`config.mk`:
```
export PLATFORM = sky130hd
export DESIGN_NAME = packet_credit_scheduler
export DESIGN_NICKNAME = d
export VERILOG_FILES = /design/src/rtl/packet_credit_scheduler.sv
export SDC_FILE = /design/constraint.sdc
export NUM_CORES = 1
export LEC_CHECK = 0
export BUFFER_PORTS_ARGS = -buffer_cell sky130_fd_sc_hd__buf_2
export CORE_MARGIN = 5
export CORE_UTILIZATION = 36
export CTS_BUF_LIST = sky130_fd_sc_hd__clkbuf_8
export CTS_CLUSTER_DIAMETER = 120
export DETAILED_ROUTE_END_ITERATION = 10
export HOLD_SLACK_MARGIN = 0.08
export PLACE_DENSITY = 0.64
export SYNTH_ARGS = -nofsm -noshare
export SYNTH_HDL_FRONTEND = slang
export SYNTH_SLANG_ARGS = --single-unit
```
`constraint.sdc`:
```
create_clock -name clk_i -period 3.3 [get_ports clk_i]
set_input_delay 0.66 -clock clk_i [delete_from_list [all_inputs] [get_ports clk_i]]
set_output_delay 0.66 -clock clk_i [all_outputs]
set_load 0.03 [all_outputs]
```
`src/rtl/packet_credit_scheduler.sv`:
```
// Packet-granular weighted round-robin output scheduler; 1-cycle arbitration bubble, then one beat per cycle.
// Backpressure: out_ready_i passes straight to the granted channel; zero credits stall with grant held.
module packet_credit_scheduler #(
   parameter int CHANNEL_NUMBER       = 5,
   parameter int CHANNEL_NUMBER_WIDTH = $clog2(CHANNEL_NUMBER),
   parameter int LEN_WIDTH            = 8,
   parameter int WEIGHT_WIDTH         = 4,
   parameter int CREDITS              = 8,
   parameter int CREDIT_WIDTH         = $clog2(CREDITS + 1)
) (
   input  logic                                   clk_i,
   input  logic                                   rst_n_i,
   input  logic [CHANNEL_NUMBER-1:0]              in_valid_i,
   input  logic [CHANNEL_NUMBER-1:0]              in_is_header_i,
   input  logic [CHANNEL_NUMBER*LEN_WIDTH-1:0]    in_len_i,
   output logic [CHANNEL_NUMBER-1:0]              in_ready_o,
   output logic                                   out_valid_o,
   input  logic                                   out_ready_i,
   output logic [CHANNEL_NUMBER_WIDTH-1:0]        grant_o,
   output logic                                   busy_o,
   input  logic [CHANNEL_NUMBER*WEIGHT_WIDTH-1:0] weight_i,
   input  logic                                   credit_return_i,
   output logic [CREDIT_WIDTH-1:0]                credits_o,
   output logic                                   credit_err_o
);

   typedef enum logic {IDLE, BUSY} state_t;

   state_t                          state_q, state_d;
   logic [CHANNEL_NUMBER_WIDTH-1:0] grant_q, grant_d;
   logic [CHANNEL_NUMBER_WIDTH-1:0] ptr_q, ptr_d;
   logic [WEIGHT_WIDTH-1:0]         quota_q, quota_d;
   logic [LEN_WIDTH-1:0]            beats_q, beats_d;
   logic [CREDIT_WIDTH-1:0]         credits_q, credits_d;
   logic                            err_q, err_d;

   logic [CHANNEL_NUMBER-1:0]       elig;
   logic                            found;
   logic [CHANNEL_NUMBER_WIDTH-1:0] winner;
   logic                            busy, ok, out_vld, fire, pkt_end;
   logic [LEN_WIDTH-1:0]            cur_len;
   logic [WEIGHT_WIDTH-1:0]         cur_w;
   logic [WEIGHT_WIDTH:0]           w_eff, quota_inc;
   logic [CHANNEL_NUMBER-1:0]       rdy;

   // Rotating priority search: first eligible header at or after ptr_q.
   always_comb begin : arb
      int idx;
      idx    = 0;
      elig   = in_valid_i & in_is_header_i;
      found  = 1'b0;
      winner = '0;
      for (int k = 0; k < CHANNEL_NUMBER; k++) begin
         idx = int'(ptr_q) + k;
         if (idx >= CHANNEL_NUMBER) idx = idx - CHANNEL_NUMBER;
         if (!found && elig[idx]) begin
            found  = 1'b1;
            winner = CHANNEL_NUMBER_WIDTH'(idx);
         end
      end
   end

   always_comb begin
      busy      = (state_q == BUSY);
      ok        = (credits_q != '0);
      out_vld   = busy && in_valid_i[grant_q] && ok;
      rdy       = '0;
      if (busy && out_ready_i && ok) rdy[grant_q] = 1'b1;
      fire      = out_vld && out_ready_i;
      cur_len   = in_len_i[grant_q*LEN_WIDTH +: LEN_WIDTH];
      cur_w     = weight_i[grant_q*WEIGHT_WIDTH +: WEIGHT_WIDTH];
      w_eff     = (cur_w == '0) ? (WEIGHT_WIDTH+1)'(1) : {1'b0, cur_w};
      quota_inc = {1'b0, quota_q} + (WEIGHT_WIDTH+1)'(1);
      // beats_q == 0 inside BUSY means the header has not fired yet.
      pkt_end   = fire && (((beats_q == '0) && (cur_len == '0)) || (beats_q == LEN_WIDTH'(1)));
   end

   always_comb begin
      state_d = state_q;
      grant_d = grant_q;
      ptr_d   = ptr_q;
      quota_d = quota_q;
      beats_d = beats_q;
      case (state_q)
         IDLE: begin
            if (found) begin
               state_d = BUSY;
               grant_d = winner;
               if (winner != grant_q) quota_d = '0;
            end
         end
         BUSY: begin
            if (fire) beats_d = (beats_q == '0) ? cur_len : beats_q - LEN_WIDTH'(1);
            if (pkt_end) begin
               state_d = IDLE;
               beats_d = '0;
               if (quota_inc < w_eff) begin
                  ptr_d   = grant_q;
                  quota_d = quota_q + WEIGHT_WIDTH'(1);
               end else begin
                  ptr_d   = (grant_q == CHANNEL_NUMBER_WIDTH'(CHANNEL_NUMBER - 1)) ?
                            '0 : grant_q + CHANNEL_NUMBER_WIDTH'(1);
                  quota_d = '0;
               end
            end
         end
         default: state_d = IDLE;
      endcase
   end

   always_comb begin
      credits_d = credits_q;
      err_d     = err_q;
      case ({fire, credit_return_i})
         2'b10: credits_d = credits_q - CREDIT_WIDTH'(1);
         2'b01: begin
            if (credits_q == CREDIT_WIDTH'(CREDITS)) err_d = 1'b1;
            else credits_d = credits_q + CREDIT_WIDTH'(1);
         end
         default: credits_d = credits_q;
      endcase
   end

   always_ff @(posedge clk_i or negedge rst_n_i) begin
      if (!rst_n_i) begin
         state_q   <= IDLE;
         grant_q   <= '0;
         ptr_q     <= '0;
         quota_q   <= '0;
         beats_q   <= '0;
         credits_q <= CREDIT_WIDTH'(CREDITS);
         err_q     <= 1'b0;
      end else begin
         state_q   <= state_d;
         grant_q   <= grant_d;
         ptr_q     <= ptr_d;
         quota_q   <= quota_d;
         beats_q   <= beats_d;
         credits_q <= credits_d;
         err_q     <= err_d;
      end
   end

   assign in_ready_o   = rdy;
   assign out_valid_o  = out_vld;
   assign grant_o      = grant_q;
   assign busy_o       = busy;
   assign credits_o    = credits_q;
   assign credit_err_o = err_q;

endmodule

```
* After elaboration in Yosys (flattened, before gate mapping) *
Cells that the tools add are included.
Widths: inputs -> output; s select.

word-level totals
  bits in registers = 24
  logic and storage cells = 129

cells by class
  add/subtract/negate cells = 15
  order comparisons = 13
  equality and inequality tests = 10
  shifts and indexed selects = 2
  mux-type cells = 51
  bitwise operators = 2
  reductions and logical operators = 29

operators with widths
  kind                 count
  $lt 32x5->1 const B  5
  $mux 32              5
  $shiftx 40x7->8      1
  $mux 4               6
  $mux 8               3
  $mux 3               7
  $shiftx 20x6->4      1
  $sub 4x3->5 const B  4
  $mux 1               19
  $bmux 1 s3           6
  $ge 4x3->1 const B   4
  $logic_not 8->1      2
  $pmux 4 s2           2
  $logic_and 1x1->1    12
  $reduce_and 2->1     5
  $add 3x2->4 const B  2
  $add 4x1->4 const B  2
  $eq 8x1->1 const B   1
  $sub 8x1->8 const B  1
  $ne 2x2->1 const B   3
  $add 4x1->5 const B  1
  $and 5x5->5          1
  $lt 5x4->1           1
  $mux 5               1
  other kinds (23)     27

* Depth between registers and ports, before layout *
  depth after elaboration = 22
  mapped depth = 16

* Worst setup path before layout *
Ideal clock, no wire load.

  kind = register to register
  start point = register ptr_q[0]
  end point = register quota_q[0]
  setup time = 0.083 ns
  arrival time = 3.631 ns
  required time = 3.217 ns
  setup slack = -0.414 ns
  cell stages (with the launch flop) = 17
  buffers on the path = 2
  path through = dfrtp_1 > buf_6 > inv_1 > ha_1 > inv_1 > ha_1 > buf_6 > a211o_2 > a221oi_4 > mux2i_1 > o211ai_1 > o211ai_1 > or4b_1 > o21ai_2 > xnor2_1 > nand4_2 > a31oi_1

between the ends
  word-level cells in the longest chain between the ends = 21
  elaborated cells on any way between the ends = 56
  those cells by class = add/sub: 9; order compare: 5; eq/ne: 3; mux: 30; reduce/logical: 9

RTL lines
  what                                                                  RTL line  RTL
  start, declared                                                       31        logic [CHANNEL_NUMBER_WIDTH-1:0] ptr_q, ptr_d;
  start signal, assigned                                                136       ptr_q <= ptr_d;
  parallel branches: the longest is 20 deep, another holds $sub 4x3->5  --
  $reduce_and 3->1 (no source line) *                                   --
  end signal, assigned                                                  137       quota_q <= quota_d;
  end, declared                                                         32        logic [WEIGHT_WIDTH-1:0] quota_q, quota_d;

Mark *: on every way between the ends. The select of a mux whose other input is x is not followed.
A chain may end at the register's enable or synchronous reset.

* Worst setup path after layout *
  start point = register ptr_q[1]
  end point = register quota_q[1]

The elaborated chain is that of the path after synthesis.

==> metrics <==
status=complete, but fails checks; failing checks=negative setup slack; drt initial violations=about 200; Setup Total Neg Slack=-0.209 ns; Total Wirelength=11,200 µm; Adder-Cell Fraction of Synth Area=a little under a tenth; hold crit path type=input port to asynchronous set/reset pin; Critical Path, Cell by Cell=clkinvlp_4 -> ha_2 -> buf_12 -> o21ai_0 -> mux4_2 -> a31oi_4 -> o2111ai_4 -> buf_4 -> buf_4 -> nor2_4 -> a32o_1 -> a31o_2 -> nand4_2 -> a21boi_1; H-tree depth=1; Max-Cap Viols=0; Post-Syn Instances=approximately 390; CP Class=register to register; RePlAce Congestion=about 0.93; Tightest Pin Transition=~0.62 ns; Die W=~110 µm; Diodes inserted=0; Design Area, Final=approximately 4600 µm²; clock tree sinks=24; clock skew=approximately 0.016 ns; Cell Area, Placed=4220 µm²; die area=11,400 µm²; DRC=0; DR WL/cell=roughly 18 µm; Reg area=between 600 and 700 µm²; Die H=roughly 110 µm; syn_nets=484; first-pass GRT wire length=17,900 µm; deepest clock path buffer count=2; post-synthesis simple-gate area fraction=~22%; Max Freq=297 MHz; post-route setup slack=-0.0657 ns; CTS Buf Count=3; GRT Total Usage=a little under a fifth; CP top delay family=compound AO/OA/AOI/OAI gates; clock root buffer master=clkbuf_8; num rows=35; main flop type after synthesis=dfrtp_1; Async SR Flop Fraction=100%; fill count=858; share of layout cells above drive strength 1=between 40% and 50%; cts hold-fix bufs=0; Synth Area in XOR/XNOR=around 2.6%; CP peak stage delay=roughly 0.53 ns; number of enable flip-flop cells after synthesis=0; Core ar.=between 9000 and 10,000 µm²; Final Max Tran Viols=0; final setup vio count=4; register area share after synthesis=roughly 18%; Avg Cell Area, Syn=approximately 8.7 µm²; Via-to-Cell Ratio=between 5 and 6; Max-slew headroom=about three fifths; mux cell area share after synthesis=13.1%; Pre-antenna DRT Iters=4; YS warnings=0; Cells after DPL=621; IO Pins=89; worst-path fanout max=12; CTS tree=yes; post-route minimum period=3.37 ns; CP Data Required Time=around 3.5 ns; final hold viol count=0; PwrDens=roughly 1100 nW/µm²; vias in the first global route=3,638; clk_lat worst skew=approximately 0.27 ns; synthesis-to-finish area growth=35.7%; area of the multi-input gates=2710 µm²; complex-gate fraction of the synthesized area=approximately 28%; Post-Layout Cell Count=~640; Starting Density=between 30% and 40%; initial antenna violation count=0; Post-DRT Antenna Nets=0; register bit total from synthesis=24; PortBufs=just under 90; Pwr Total=just over 5000 µW; count of different cell masters after synthesis=slightly below 90; cell repeated most along the worst path=buf_4; fin nets=630; maximum vdd drop=a little over 0.5 mV; crit start category=register; Clock transition at path regs=0.10 ns; largest net degree at the start of global routing=25; WHS=0.365 ns; Setup crit end kind=register; Synth Cell Area=around 3400 µm²; RSZ-0062 raised after global routing=yes; main combinational cell family by area after synthesis=compound AO/OA/AOI/OAI gates; via count=~3,700; crit path DAT=roughly 3.6 ns; hpwl dp=8780 µm; GR Overflow Total=0; slowest library cell on the worst path=mux4_2; Worst Path Buf+Inv=4; Tcrit/Tclk final=102%; leakage=around 0.002 µW
==> what timing repair did <==
action | in CTS | in global routing
gates resized for setup | 20 | 9
buffers inserted | 13 | 2
pin swaps | 18 | 9
setup endpoints to repair | 5 | 7
cloned | 0 | 1
==> per-stage QoR <==
stage	setup WS [ns]	util (%)
2_1_floorplan	-0.336	-
3_3_place_gp	-0.135	45.9
3_5_place_dp	-0.160	45.9
4_1_cts	-0.00915	48.7
5_1_grt	-0.224	49.7
6_report	-0.0657	49.7
==> cell type report <==
type | instances | area share [%]
inverters | 12 | 1.15
repair buffers | 159 | 21.7
clock inverters | 1 | 0.657
well taps | 111 | 3.04
multi-input cells | 331 | 59.4
flip-flops and latches | 24 | 13.2
clock buffers | 3 | 0.904
==> worst paths after layout <==
kind	startpoint	cells after the start	endpoint	slack, ns
min in group clk_i	credit_err_o	1	credit_err_o	0.50
worst max-delay path	ptr_q[1]	14	quota_q[1]	-0.07
worst max register to register	ptr_q[1]	14	quota_q[1]	-0.07
worst min-delay path	rst_n_i	1	beats_q[5]	0.37
max in group asynchronous	rst_n_i	1	ptr_q[0]	2.50
worst min register to register	credit_err_o	1	credit_err_o	0.50
==> layer usage <==
layer | up-vias | track usage, % | share of wire (%)
met2 | 131 | 29.9 | 47
met5 | - | 0 | 0
met4 | 0 | 6.48 | 2.8
met1 | 1742 | 26.7 | 44
li1 | 1777 | - | -
met3 | 34 | 3.19 | 6.4
==> state kept, by name (all words and copies together) (netlist names) <==
register	flops
credit_err_o	1
grant_o	3
beats_q	8
ptr_q	3
busy_o	1
credits_o	4
quota_q	4
==> logic make-up (layout without fill, tap and decap cells) <==
kind of cell	count (synthesis)	in the layout
AND/OR/NAND/NOR	139	139
AO/OA/AOI/OAI	129	130
buffers and inverters	31	175
multiplexers	28	28
adder cells (fa/ha/maj)	25	25
flip-flops	24	24
XOR/XNOR	9	9
==> synthesized netlist by cell type (5+ instances only) <==
cell type / count / share of area, %
nand2_1: 31 / 3.5
nor2_1: 31 / 3.5
a21oi_1: 26 / 3.9
o21ai_0: 25 / 3.7
ha_1: 24 / 8.9
dfrtp_1: 23 / 17
inv_1: 12 / 1.3
mux4_2: 12 / 8.0
a22oi_1: 11 / 2.5
mux2i_1: 10 / 3.0
nand3_1: 10 / 1.5
nor3_1: 10 / 1.5
xnor2_1: 8 / 2.1
buf_6: 6 / 2.0
nand2b_1: 6 / 1.1
nand4_1: 6 / 1.1
o211ai_1: 6 / 1.3
a211oi_1: 5 / 1.1
a22o_1: 5 / 1.3
clkbuf_8: 5 / 2.0
mux2_2: 5 / 1.7
nor2b_1: 5 / 0.93
==> report_power, final <==
part	leakage, µW	total [µW]	switching (µW)	internal (µW)
logic	0.00168	4300	2300	2000
registers	0.000287	587	156	431
clock network	0.0000357	261	98.5	162
==> layout by cell type (no fill, tap or decap), types with 4 or more instances in the layout <==
cell / Yosys / final
o21ai_0: 25 / 25
buf_4: 1 / 69
o22ai_1: 4 / 4
inv_1: 12 / 9
nand3b_1: 4 / 4
o211ai_1: 6 / 6
nor3_1: 10 / 10
a22oi_1: 11 / 11
nor2_1: 31 / 29
mux4_2: 12 / 12
ha_1: 24 / 16
a21oi_1: 26 / 25
dfrtp_1: 23 / 21
nand2_1: 31 / 30
xnor2_1: 8 / 7
nand4_1: 6 / 6
mux2i_1: 10 / 8
nand3_1: 10 / 10
buf_2: 2 / 88
nor2b_1: 5 / 5
ha_2: 0 / 5
or2_2: 4 / 4
a22o_1: 5 / 5
mux2_2: 5 / 5
nand2b_1: 6 / 6
(Power assumes the default switching activity.)
